$ cat config.mk
export PLATFORM = sky130hd
export DESIGN_NAME = instr_fetch_unit
export DESIGN_NICKNAME = d
export VERILOG_FILES = /design/src/rtl/instr_fetch_unit.sv
export SDC_FILE = /design/constraint.sdc
export NUM_CORES = 1
export LEC_CHECK = 0
export ABC_AREA = 0
export BUFFER_PORTS_ARGS = -buffer_cell sky130_fd_sc_hd__buf_2
export CELL_PAD_IN_SITES_DETAIL_PLACEMENT = 0
export CELL_PAD_IN_SITES_GLOBAL_PLACEMENT = 1
export CORE_MARGIN = 5
export CORE_UTILIZATION = 46
export DETAILED_ROUTE_END_ITERATION = 12
export PLACE_DENSITY = 0.91
export SYNTH_ARGS = -nofsm -noshare
export SYNTH_HDL_FRONTEND = slang
export SYNTH_SLANG_ARGS = --single-unit
$ cat constraint.sdc
create_clock -name clk -period 3.7 [get_ports clk]
set_clock_uncertainty 0.2 [all_clocks]
set_input_delay 0.185 -clock clk [delete_from_list [all_inputs] [get_ports clk]]
set_output_delay 0.185 -clock clk [all_outputs]
set_load 0.05 [all_outputs]
$ cat src/rtl/instr_fetch_unit.sv
// Instruction fetch unit: turns controller fetch requests into a handshaked memory read,
// latches the word into IR and keeps a one-entry PC+1 prefetch buffer.
module instr_fetch_unit #(
  parameter int unsigned ADDR_W    = 13,
  parameter bit          PF_ENABLE = 1'b1
) (
  input  logic              clk,
  input  logic              reset,
  input  logic [ADDR_W-1:0] PC,
  input  logic              ReadFlag,
  input  logic              instruction,
  output logic              mem_req,
  output logic [ADDR_W-1:0] mem_addr,
  input  logic [15:0]       mem_rdata,
  input  logic              mem_ack,
  output logic [2:0]        Opcode,
  output logic [2:0]        rd,
  output logic [2:0]        rs1,
  output logic [2:0]        rs2,
  output logic [6:0]        imm,
  output logic              ir_valid,
  output logic              fetch_busy,
  output logic              pf_hit
);

  localparam logic [ADDR_W-1:0] AddrOne = ADDR_W'(1);

  typedef enum logic [1:0] {StIdle, StFetch, StHold, StPrefetch} state_e;

  state_e            state_q, state_d;
  logic [15:0]       ir_q, ir_d;
  logic              ir_valid_q, ir_valid_d;
  logic              mem_req_q, mem_req_d;
  logic [ADDR_W-1:0] mem_addr_q, mem_addr_d;
  logic [ADDR_W-1:0] fetch_addr_q, fetch_addr_d;
  logic              pf_valid_q, pf_valid_d;
  logic [ADDR_W-1:0] pf_addr_q, pf_addr_d;
  logic [15:0]       pf_data_q, pf_data_d;
  logic              pf_hit_q, pf_hit_d;
  logic              pending_q, pending_d;
  logic [ADDR_W-1:0] pend_addr_q, pend_addr_d;
  logic              start_q;
  logic              start, ack;
  logic [ADDR_W-1:0] req_addr;

  assign start    = ReadFlag & instruction & ~start_q;
  // Acks outside an active request (e.g. a read aborted by reset) are ignored.
  assign ack      = mem_ack & mem_req_q;
  assign req_addr = start ? PC : pend_addr_q;

  always_comb begin
    state_d      = state_q;
    ir_d         = ir_q;
    ir_valid_d   = ir_valid_q;
    mem_req_d    = mem_req_q;
    mem_addr_d   = mem_addr_q;
    fetch_addr_d = fetch_addr_q;
    pf_valid_d   = pf_valid_q;
    pf_addr_d    = pf_addr_q;
    pf_data_d    = pf_data_q;
    pf_hit_d     = 1'b0;
    pending_d    = pending_q;
    pend_addr_d  = pend_addr_q;
    // Any start not consumed directly in IDLE is remembered and served later.
    if (start) begin
      pending_d   = 1'b1;
      pend_addr_d = PC;
    end
    unique case (state_q)
      StIdle: begin
        if (start || pending_q) begin
          pending_d    = 1'b0;
          fetch_addr_d = req_addr;
          if (PF_ENABLE && pf_valid_q && (pf_addr_q == req_addr)) begin
            ir_d       = pf_data_q;
            ir_valid_d = 1'b1;
            pf_hit_d   = 1'b1;
            pf_valid_d = 1'b0;
            state_d    = StHold;
          end else begin
            ir_valid_d = 1'b0;
            mem_req_d  = 1'b1;
            mem_addr_d = req_addr;
            state_d    = StFetch;
          end
        end
      end
      StFetch: begin
        if (ack) begin
          ir_d       = mem_rdata;
          ir_valid_d = 1'b1;
          mem_req_d  = 1'b0;
          state_d    = StHold;
        end
      end
      StHold: begin
        if (PF_ENABLE && !pf_valid_q) begin
          mem_req_d  = 1'b1;
          mem_addr_d = fetch_addr_q + AddrOne;
          state_d    = StPrefetch;
        end else begin
          state_d = StIdle;
        end
      end
      StPrefetch: begin
        if (start) ir_valid_d = 1'b0;
        if (ack) begin
          if (!pending_q) begin
            pf_data_d  = mem_rdata;
            pf_addr_d  = mem_addr_q;
            pf_valid_d = 1'b1;
            mem_req_d  = 1'b0;
            state_d    = StIdle;
          end else begin
            if (!start) pending_d = 1'b0;
            fetch_addr_d = pend_addr_q;
            if (pend_addr_q == mem_addr_q) begin
              ir_d       = mem_rdata;
              ir_valid_d = 1'b1;
              pf_hit_d   = 1'b1;
              mem_req_d  = 1'b0;
              state_d    = StHold;
            end else begin
              // Wrong word in flight: drop it and relaunch back-to-back.
              ir_valid_d = 1'b0;
              mem_addr_d = pend_addr_q;
              state_d    = StFetch;
            end
          end
        end
      end
      default: state_d = StIdle;
    endcase
  end

  always_ff @(posedge clk or posedge reset) begin
    if (reset) begin
      state_q      <= StIdle;
      ir_q         <= '0;
      ir_valid_q   <= 1'b0;
      mem_req_q    <= 1'b0;
      mem_addr_q   <= '0;
      fetch_addr_q <= '0;
      pf_valid_q   <= 1'b0;
      pf_addr_q    <= '0;
      pf_data_q    <= '0;
      pf_hit_q     <= 1'b0;
      pending_q    <= 1'b0;
      pend_addr_q  <= '0;
      start_q      <= 1'b0;
    end else begin
      state_q      <= state_d;
      ir_q         <= ir_d;
      ir_valid_q   <= ir_valid_d;
      mem_req_q    <= mem_req_d;
      mem_addr_q   <= mem_addr_d;
      fetch_addr_q <= fetch_addr_d;
      pf_valid_q   <= pf_valid_d;
      pf_addr_q    <= pf_addr_d;
      pf_data_q    <= pf_data_d;
      pf_hit_q     <= pf_hit_d;
      pending_q    <= pending_d;
      pend_addr_q  <= pend_addr_d;
      start_q      <= ReadFlag & instruction;
    end
  end

  assign mem_req    = mem_req_q;
  assign mem_addr   = mem_addr_q;
  assign Opcode     = ir_q[15:13];
  assign rd         = ir_q[12:10];
  assign rs1        = ir_q[9:7];
  assign rs2        = ir_q[6:4];
  assign imm        = ir_q[6:0];
  assign ir_valid   = ir_valid_q;
  assign pf_hit     = pf_hit_q;
  assign fetch_busy = (state_q == StFetch) | (state_q == StPrefetch) | pending_q;

endmodule

==> impl_metrics.ini, run 1 <==
[status]
status = finished clean

[finish]
final_cells = 695
fillers = 953
regArea_um2 = 2302
n_antenna_cell = 0
nets = 592
final_area_um2 = 5987
drive_gt1_frac = 0.3171
area_growth_pct = 20.02
multi_input_area_um2 = 2444

[logic_synthesis]
synth_area_leaders = dfrtp_1 (46%), mux2_2 (14%), mux2i_1 (3.6%)
yosysSeqAreaShare = 0.4615
synth_edf_count = 0
syn_area_um2 = 4989
synth_flop_cell = dfrtp_1
synthXorXnorAreaFrac = 0.05443
synth_mux_area_frac = 0.2114
yosys.area_share.simple = 0.1006
synth_adder_area_share = 0.01756
yosysWarnings = 0
synth_compound_area_frac = 0.1058
synth_top_family_by_area = multiplexers
syn_nets = 493
synth_area_leader_cell = dfrtp_1
syn_inst = 452
yosysTopAreaCellShare = 0.4615
synth_cell_types = 50
async_flop_share = 1.000
avgSynthCellArea_um2 = 11.04
yosys_register_bits = 92

[power_and_ir_drop]
ir_drop_mv = 0.5210
clock_power_share = 0.126
switchingPower_w = 0.002567
p_int_w = 0.003110
p_leak_nw = 2.773
powerDensity_nw_per_um2 = 948.2
switching_share = 0.4522
combPwrFrac = 0.545
power_frac_seq = 0.329

[drt]
drtPass1Iterations = 4
drc = 0
vias_per_cell = 5.574
post_drt_wl_per_cell_um = 18.41
final_antenna_net_count = 0
drt_wl_total_mm = 12.80
first_iter_violations = 353
via_count = 3874

[clock_tree]
clkSlewWorstSetupHoldPaths_ns = 0.09
cts_hold_buf = 33
cts_resized = 0
numCtsBuffers = 9
postCtsSetupRepairBufs = 0
worstSkewPairLatency_ns = 0.36
root_buffer = clkbuf_8
cts_tree = built
htree_levels = 3
clock_path_buffers = 2
clkSinkCount = 92

[placement]
numPortBuffers = 69
dpl.hpwl_mm = 9.198
placed_area_um2 = 5448
dp.cells = 647
gp_congestion = 0.9148

[floorplanning]
die_width_um = 114.1
die-area_um2 = 13030
start_util = 0.4643
ioPinCount = 70
num_rows = 38
chipHeight_um = 114.1
coreArea_um2 = 10750

[sta]
fin_crit_ns = 3.492
setup-tns-final_ns = 0
worst-slew-pin-transition_ns = 0.6995
hold_violations = 0
fin_crit_sh = 0.9437
maxSlewViolCount = 0
clock.fmax_ghz = 0.2864
setup_viol = 0
relSlewSlack = 0.5319
rsz0062_at_grt = no

[hold_path]
min_path_type = input pin to flip-flop
min_path_cells = 3

[setup_path]
crit_path_max_fanout = 23
required_ns = 3.75
crit_buf_inv = 3
cp_slowest_stage_delay_ns = 0.62
path_cells = dlygate4sd3_1 > buf_2 > and3b_1 > buf_4 > or3_1 > and3_1 > a2111o_1 > nor4_4 > o221a_2 > mux2_2
path_class = input pin to flip-flop
crit_path_start_kind = input pin
cpMaxStageDelayCell = o221a_2
crit_family = simple AND/OR/NAND/NOR gates
arrival_ns = 3.54
cp-end-kind = flip-flop
reg2regPathDepth = 8
path_depth = 10

[grt]
grt_max_degree = 39
grt_pass1_vias = 4184
antenna_found_initial = 0
globalRouteTotalUtil = 0.2041
grt_pass1_wl_mm = 21.08
grt_overflow = 0

[run]
maxCapViolations = 0
==> cell usage after synthesis, types with 4 or more instances <==
cell / instances
a21oi_1: 18
a221o_1: 8
a221oi_1: 4
a22oi_1: 7
and2_1: 5
buf_4: 4
clkbuf_1: 13
dfrtp_1: 92
ha_1: 7
inv_1: 27
mux2_2: 63
mux2_4: 11
mux2i_1: 18
nand2_1: 27
nand2b_1: 5
nand3_1: 8
nand4_1: 4
nor2_1: 34
nor4_1: 4
o21ai_0: 12
o22ai_1: 4
xnor2_1: 20
xor2_1: 11
==> flip-flops by register name (all words and copies together), names as in the netlist <==
| name | cells |
|---|---|
| ir_q | 16 |
| pf_addr_q | 13 |
| pend_addr_q | 13 |
| mem_addr | 13 |
| pf_data_q | 16 |
| fetch_addr_q | 13 |
| start_q | 1 |
| pf_valid_q | 1 |
| ir_valid | 1 |
| pending_q | 1 |
| state_q | 2 |
| mem_req | 1 |
| pf_hit | 1 |
==> placed cells by master (no fill, tap or decap), types with 3 or more instances in the layout <==
cell type / netlist / final
a21oi_1: 18 / 18
a221o_1: 8 / 8
a221oi_1: 4 / 4
a22oi_1: 7 / 7
and2_1: 5 / 5
buf_2: 1 / 69
buf_4: 4 / 10
clkbuf_8: 0 / 12
dfrtp_1: 92 / 92
dlygate4sd3_1: 0 / 33
ha_1: 7 / 7
inv_1: 27 / 26
mux2_2: 63 / 63
mux2_4: 11 / 11
mux2i_1: 18 / 18
nand2_1: 27 / 27
nand2b_1: 5 / 5
nand3_1: 8 / 8
nand4_1: 4 / 4
nor2_1: 34 / 34
nor3_1: 3 / 3
nor4_1: 4 / 4
o21ai_0: 12 / 12
o221ai_1: 3 / 3
o22ai_1: 4 / 4
or2_2: 3 / 3
or3_1: 3 / 3
xnor2_1: 20 / 20
xor2_1: 11 / 11
==> area by class of cell <==
class                   instances  share of cell area
inverters                      28             0.01776
flip-flops and latches         92              0.3845
multi-input cells             308              0.4082
repair buffers                112              0.1254
well taps                     140             0.02926
clock buffers                  12             0.02759
clock inverters                 3            0.007315
==> cells by family after synthesis <==
group	Yosys count
fa+ha+maj	7
buf+inv	52
mux	92
flops	92
xor+xnor	31
compound gates	75
simple gates	103
==> per-stage QoR <==
stage	total power, W	setup slack, ns	utilization	hold WS [ns]
after CTS	0.005700	0.2124	0.5572	0.09962
after detailed placement	0.004941	0.3208	0.5070	-0.02731
after global routing	0.006015	0.07787	0.5572	0.1288
final	0.005677	0.2084	0.5572	0.1146
after global placement	0.004837	0.3962	0.5070	-0.04155
after floorplan	0.004273	0.5123	-	0.1018
==> power by group through the flow <==
stage                     Sequential, W  Combinational (W)  Clock, W
after floorplan                 0.00234            0.00193         0
after global placement          0.00186            0.00298         0
after detailed placement        0.00188            0.00306         0
after CTS                       0.00187            0.00310  0.000733
after global routing            0.00193            0.00332  0.000765
final                           0.00187            0.00309  0.000715
==> worst paths after layout <==
| check | startpoint | to | slack, ns |
|---|---|---|---|
| setup / recovery | ReadFlag | ir_q[13] | 0.21 |
| min in group asynchronous | reset | fetch_addr_q[6] | 0.13 |
| setup reg to reg | start_q | ir_q[13] | 0.31 |
| max in group asynchronous | reset | mem_addr[12] | 2.38 |
| hold / removal | instruction | pend_addr_q[5] | 0.11 |
| hold reg to reg | pf_data_q[0] | pf_data_q[0] | 0.31 |
==> worst reg2reg max path, cell delays in order (launching register included) <==
cell and delay, ns:
dfrtp_1 0.38, and3b_1 0.25, buf_4 0.30, a41oi_1 0.08
a221o_1 0.27, a2111o_1 0.42, nor4_4 0.35, o221a_2 0.62
mux2_2 0.41
==> metal layers <==
metal  GRT usage  vias to the layer above  wire length (um)
met2      0.3400                      118              6265
met4     0.08234                        0               350
li1            -                     1792                 -
met5           0                        -                 0
met3     0.03277                       30               609
met1      0.2658                     1934              5570
Note: power is estimated with default switching activity, not from simulation.
==> inputs of run 2 (changes only) <==
- CTS_CLUSTER_DIAMETER: unset -> 150
- SETUP_SLACK_MARGIN: unset -> 0.5
==> impl_metrics.ini, run 2 (synthesis gave the netlist of run 1 again) <==
[status]
status = finished clean

[finish]
area_growth_pct = 21.49
final_cell_mix = dfrtp_1 (92), buf_2 (69), mux2_2 (63)
reg_top3 = ir_q (16), pf_data_q (16)
nets = 595
final_cells = 698
layout_commonest_cell = dfrtp_1
n_antenna_cell = 0
drive_gt1_frac = 0.3226

[grt]
grt_pass1_vias = 4199
grt_pass1_wl_mm = 21.31
grt_max_degree = 39
antenna_found_initial = 0
grt_overflow = 0
globalRouteTotalUtil = 0.2061

[floorplanning]
ioPinCount = 70
start_util = 0.4643
coreArea_um2 = 10750
num_rows = 38
die-area_um2 = 13030
chipHeight_um = 114.1
die_width_um = 114.1

[placement]
dpl.hpwl_mm = 9.198
numPortBuffers = 69
dp.cells = 647
gp_congestion = 0.9148

[drt]
drtPass1Iterations = 5
first_iter_violations = 381
via_count = 3942
drc = 0
post_drt_wl_per_cell_um = 18.52
final_antenna_net_count = 0
drt_wl_total_mm = 12.93
vias_per_cell = 5.648

[sta]
maxSlewViolCount = 0
setup-tns-final_ns = 0
worst-slew-pin-transition_ns = 0.6937
fin_crit_sh = 0.8327
relSlewSlack = 0.5359
clock.fmax_ghz = 0.3246
fin_crit_ns = 3.081
setup_viol = 0
hold_violations = 0
rsz0062_at_grt = no

[setup_path]
path_class = flip-flop to flip-flop
crit_end = mem_addr[12]
crit_path_start_kind = flip-flop
required_ns = 3.74
regToRegStartpoint = start_q
cp-end-kind = flip-flop
crit_path_max_fanout = 23
startpoint = start_q
arrival_ns = 3.12
rr_endpoint = mem_addr[12]
r2r_slack_ns = 0.62
reg2regPathDepth = 8

[power_and_ir_drop]
power_frac_seq = 0.324
clock_power_share = 0.124
ir_drop_mv = 0.5218
p_leak_nw = 2.802
p_int_w = 0.003201
combPwrFrac = 0.552
switching_share = 0.4479
switchingPower_w = 0.002597
powerDensity_nw_per_um2 = 956.7

[run]
maxCapViolations = 0

[clock_tree]
htree_levels = 3
cts_tree = built
numCtsBuffers = 9
root_buffer = clkbuf_8
worstSkewPairLatency_ns = 0.36
clkSlewWorstSetupHoldPaths_ns = 0.09
clkSinkCount = 92
clock_path_buffers = 2

[hold_path]
min_path_type = input pin to async pin
-- run 2: cell count changes in the layout (fill, tap and decap cells not counted) --
cell     change
o221a_2      -1
mux2i_1      -1
buf_12       +2
buf_6        +1
a221o_4      +1
mux2i_2      +1
o221a_4      +1
a221o_2      -1
-- run 2: worst min-delay path by stage --
stage	from	endpoint	slack, ns	cells after the start
floorplan	PC[10]	pend_addr_q[10]	0.10	2
global placement	reset	fetch_addr_q[11]	-0.04	2
detailed placement	reset	mem_addr[11]	-0.03	2
CTS	instruction	pend_addr_q[5]	0.1	3
global route	instruction	pend_addr_q[5]	0.15	3
finish	reset	fetch_addr_q[6]	0.13	3
-- run 2: timing repair --
item                                    CTS  global route
pin swaps                                 1             2
endpoints found under the hold margin    62             0
endpoints found under the setup margin   28            28
setup buffers                             2             1
hold buffers                             33             0
resized for setup                         2             2
-- run 2: metal layers --
metal / up-vias / wire length [um] / track usage
met5: - / 0 / 0
met4: 0 / 337 / 0.08076
met3: 29 / 732 / 0.03330
met2: 142 / 6327 / 0.3458
met1: 1968 / 5531 / 0.2673
li1: 1803 / - / -
-- run 2: layout make-up --
cell class	instances	area (um2)
fill	946	4684
multi-input combinational	308	2466
sequential	92	2302
timing repair buffer	115	802.0
tap	140	175.2
clock buffer	12	165.2
inverter	28	106.4
clock inverter	3	43.79
-- run 2: metrics by stage --
| stage | power, W | util | hold slack [ns] | worst slack [ns] | area [um2] |
|---|---|---|---|---|---|
| finish | 0.005798 | 0.5640 | 0.1250 | 0.6191 | 6061 |
| global route | 0.006140 | 0.5640 | 0.1497 | 0.5023 | 6061 |
| CTS | 0.005800 | 0.5626 | 0.09962 | 0.5191 | 6046 |
| detailed placement | 0.004941 | 0.5070 | -0.02731 | 0.3208 | 5448 |
| global placement | 0.004837 | 0.5070 | -0.04155 | 0.3962 | 5448 |
| floorplan | 0.004273 | - | 0.1018 | 0.5123 | 4989 |
-- run 2: worst max-delay path: stages, from the launching register on --
cell and delay (ns):
dfrtp_1 0.38, and3b_1 0.27, buf_6 0.24, mux2i_2 0.30, xnor2_1 0.10, a221o_1 0.31
nor4_4 0.39, a221o_4 0.38, mux2_2 0.38
-- run 2: power groups by stage --
stage,clock [W],combinational [W],sequential [W]
after floorplan,0,0.00193,0.00234
after global placement,0,0.00298,0.00186
after detailed placement,0,0.00306,0.00188
after CTS,0.000733,0.00320,0.00187
after global routing,0.000766,0.00343,0.00194
final,0.000717,0.00320,0.00188
==> inputs of run 3 (changes only) <==
- ABC_AREA: 0 -> 1
- CORE_UTILIZATION: 46 -> 38
- PLACE_DENSITY: 0.91 -> 0.86
- clock period: 3.7 -> 2.6 ns (I/O delays scaled with it)
==> impl_metrics.ini, run 3 <==
[clock_tree]
clkSinkCount = 92
clock_path_buffers = 2
root_buffer = clkbuf_16
clkSlewWorstSetupHoldPaths_ns = 0.07
htree_levels = 3
cts_tree = built
worstSkewPairLatency_ns = 0.35
numCtsBuffers = 9

[logic_synthesis]
synth_edf_count = 0
synth_area_leader_cell = dfrtp_1
synth_area_leaders = dfrtp_1 (44%), nand2_1 (15%), inv_1 (6.5%)
yosys_register_bits = 92
syn_area_um2 = 5284
yosysTopAreaCellShare = 0.4357
syn_inst = 710
avgSynthCellArea_um2 = 7.442
ys_top_cells_by_count = nand2_1 (216), dfrtp_1 (92), inv_1 (92), o21ai_0 (55), nor2_1 (52)
yosysSeqAreaShare = 0.4357
yosysWarnings = 0
async_flop_share = 1.000
syn_nets = 751
synth.most_common_cell = nand2_1
synth_flop_cell = dfrtp_1
synth_cell_types = 36

[power_and_ir_drop]
clock_power_share = 0.393
power_frac_seq = 0.450
p_leak_nw = 3.738
switchingPower_w = 0.0009932
powerDensity_nw_per_um2 = 458.4
switching_share = 0.2962
ir_drop_mv = 0.2879
p_int_w = 0.002361
combPwrFrac = 0.158
total_power_w = 0.003354

[finish]
reg_top3 = ir_q (16), pf_data_q (16)
nets = 894
fillers = 1266
layout_commonest_cell = nand2_1
area_growth_pct = 38.46
n_antenna_cell = 0
drive_gt1_frac = 0.2949
final_cell_mix = nand2_1 (174), dfrtp_1 (91), inv_1 (89)

[placement]
gp_congestion = 0.8847
dpl.hpwl_mm = 10.74
place_ws_ns = -0.03191
numPortBuffers = 69

[sta]
setup_viol = 0
relSlewSlack = 0.6464
rsz0062_at_grt = yes
layout_setup_ws_ns = 0.3357
clock.fmax_ghz = 0.4416
maxSlewViolCount = 0
worst-slew-pin-transition_ns = 0.5292
hold_violations = 0
fin_crit_sh = 0.8709
fin_crit_ns = 2.264

[drt]
drtPass1Iterations = 5
via_count = 5206
drt_wl_total_mm = 16.60
first_iter_violations = 614
post_drt_wl_per_cell_um = 16.00
drc = 0
final_antenna_net_count = 0
vias_per_cell = 5.015

[grt]
globalRouteTotalUtil = 0.1952
grt_overflow = 0
grt_pass1_vias = 4895
grt_max_degree = 50
grt_pass1_wl_mm = 25.17
antenna_found_initial = 0

[setup_path]
arrival_ns = 2.31
crit_path_start_kind = flip-flop
required_ns = 2.64
crit_path_max_fanout = 8
path_class = flip-flop to flip-flop
cp-end-kind = flip-flop
cp_common_cell = nand2_2
cpMaxStageDelayCell = dfrtp_1
cp_slowest_stage_delay_ns = 0.39
path_cells = inv_2 > nand3_4 > buf_12 > nand2_2 > nand2_2 > nand2_2 > nand2_1 > nor2_1 > nand2_1 > nor2_2 > nand2_2 > nand2_4 > nand2_8 > clkbuf_16 > nand2_1 > o21ai_2

[floorplanning]
die_width_um = 127.9
chipHeight_um = 127.9
start_util = 0.3836
ioPinCount = 70
die-area_um2 = 16360
num_rows = 43
coreArea_um2 = 13770

[status]
status = finished clean

[run]
maxCapViolations = 0

[hold_path]
min_path_type = input pin to flip-flop
## run 3: cell types whose count changed after synthesis, sizes merged, moves of 17 or more
cell   delta
nand3    +27
nand2   +203
nand4    +17
mux2     -74
nor2     +23
inv      +66
xnor2    -17
o21ai    +63
## run 3: power by group through the flow
stage          clock network (W)  logic (W)  registers (W)
3_3_place_gp                   0   0.000382        0.00153
5_1_grt                  0.00141   0.000585        0.00151
6_report                 0.00132   0.000529        0.00151
2_1_floorplan                  0   0.000261        0.00151
4_1_cts                  0.00134   0.000430        0.00150
3_5_place_dp                   0   0.000380        0.00153
## run 3: worst max-delay path: cells and delay by family, from the launching register on
kind                   cells  cell delay [ns]
and+or+nand+nor           12             1.04
DFF                        1             0.39
buffers and inverters      3             0.47
AOI/OAI and AO/OA          1             0.05
## run 3: kinds of logic (layout without fill, tap and decap cells)
family                   Yosys count  after routing  share of synthesized area
XOR/XNOR                           6              6                   0.009947
AND/OR/NAND/NOR                  348            351                     0.2861
buffers and inverters            123            268                     0.1002
adder cells (fa/ha/maj)            7              7                    0.01658
AO/OA/AOI/OAI                    132            132                     0.1478
multiplexers                       2              2                   0.003789
flip-flops                        92             92                     0.4357
## run 3: path summary, 6_finish.rpt
| path | start | endpoint | slack, ns | cells after the start |
|---|---|---|---|---|
| worst max register to register | start_q | ir_q[11] | 0.34 | 16 |
| worst min register to register | ir_q[14] | ir_q[14] | 0.28 | 2 |
| min in group asynchronous | reset | pend_addr_q[0] | 0.16 | 3 |
| worst max-delay path | start_q | ir_q[11] | 0.34 | 16 |
| worst min-delay path | PC[0] | pend_addr_q[0] | 0.04 | 5 |
| max in group asynchronous | reset | state_q[1] | 1.36 | 4 |
## run 3: layout make-up
class	instances	area (um2)	share of cell area
multi-input cells	498	2858	0.3906
well taps	180	225.2	0.03079
flip-flops and latches	92	2303	0.3149
clock buffers	9	225.2	0.03079
clock inverters	7	67.56	0.009236
inverters	94	356.6	0.04874
repair buffers	158	1280	0.1750
## run 3: routing by layer
metal | wire (um) | track usage | up-vias
met4 | 222 | 0.05556 | 0
met5 | 0 | 0 | -
met1 | 7616 | 0.2766 | 2446
met3 | 928 | 0.03250 | 24
met2 | 7835 | 0.3087 | 150
li1 | - | - | 2586
## run 3: per-stage QoR
step / setup TNS (ns) / utilization / cell area (um2) / hold WS (ns) / cells
floorplan: 0 / - / 5290 / 0.05881 / 710
global placement: 0 / 0.4258 / 5864 / -0.005660 / 950
detailed placement: -0.08142 / 0.4258 / 5864 / -0.006476 / 950
CTS: 0 / 0.4807 / 6620 / 0.008385 / 1004
global route: 0 / 0.5312 / 7316 / 0.06743 / 1038
finish: 0 / 0.5312 / 7316 / 0.03997 / 1038
## run 3: repair_timing
action | in CTS | in global routing
endpoints found under the setup margin | 64 | 65
hold buffers | 30 | 0
cloned | 2 | 7
pin swaps | 2 | 21
gates resized for setup | 20 | 104
endpoints found under the hold margin | 62 | 0
buffers inserted | 6 | 27
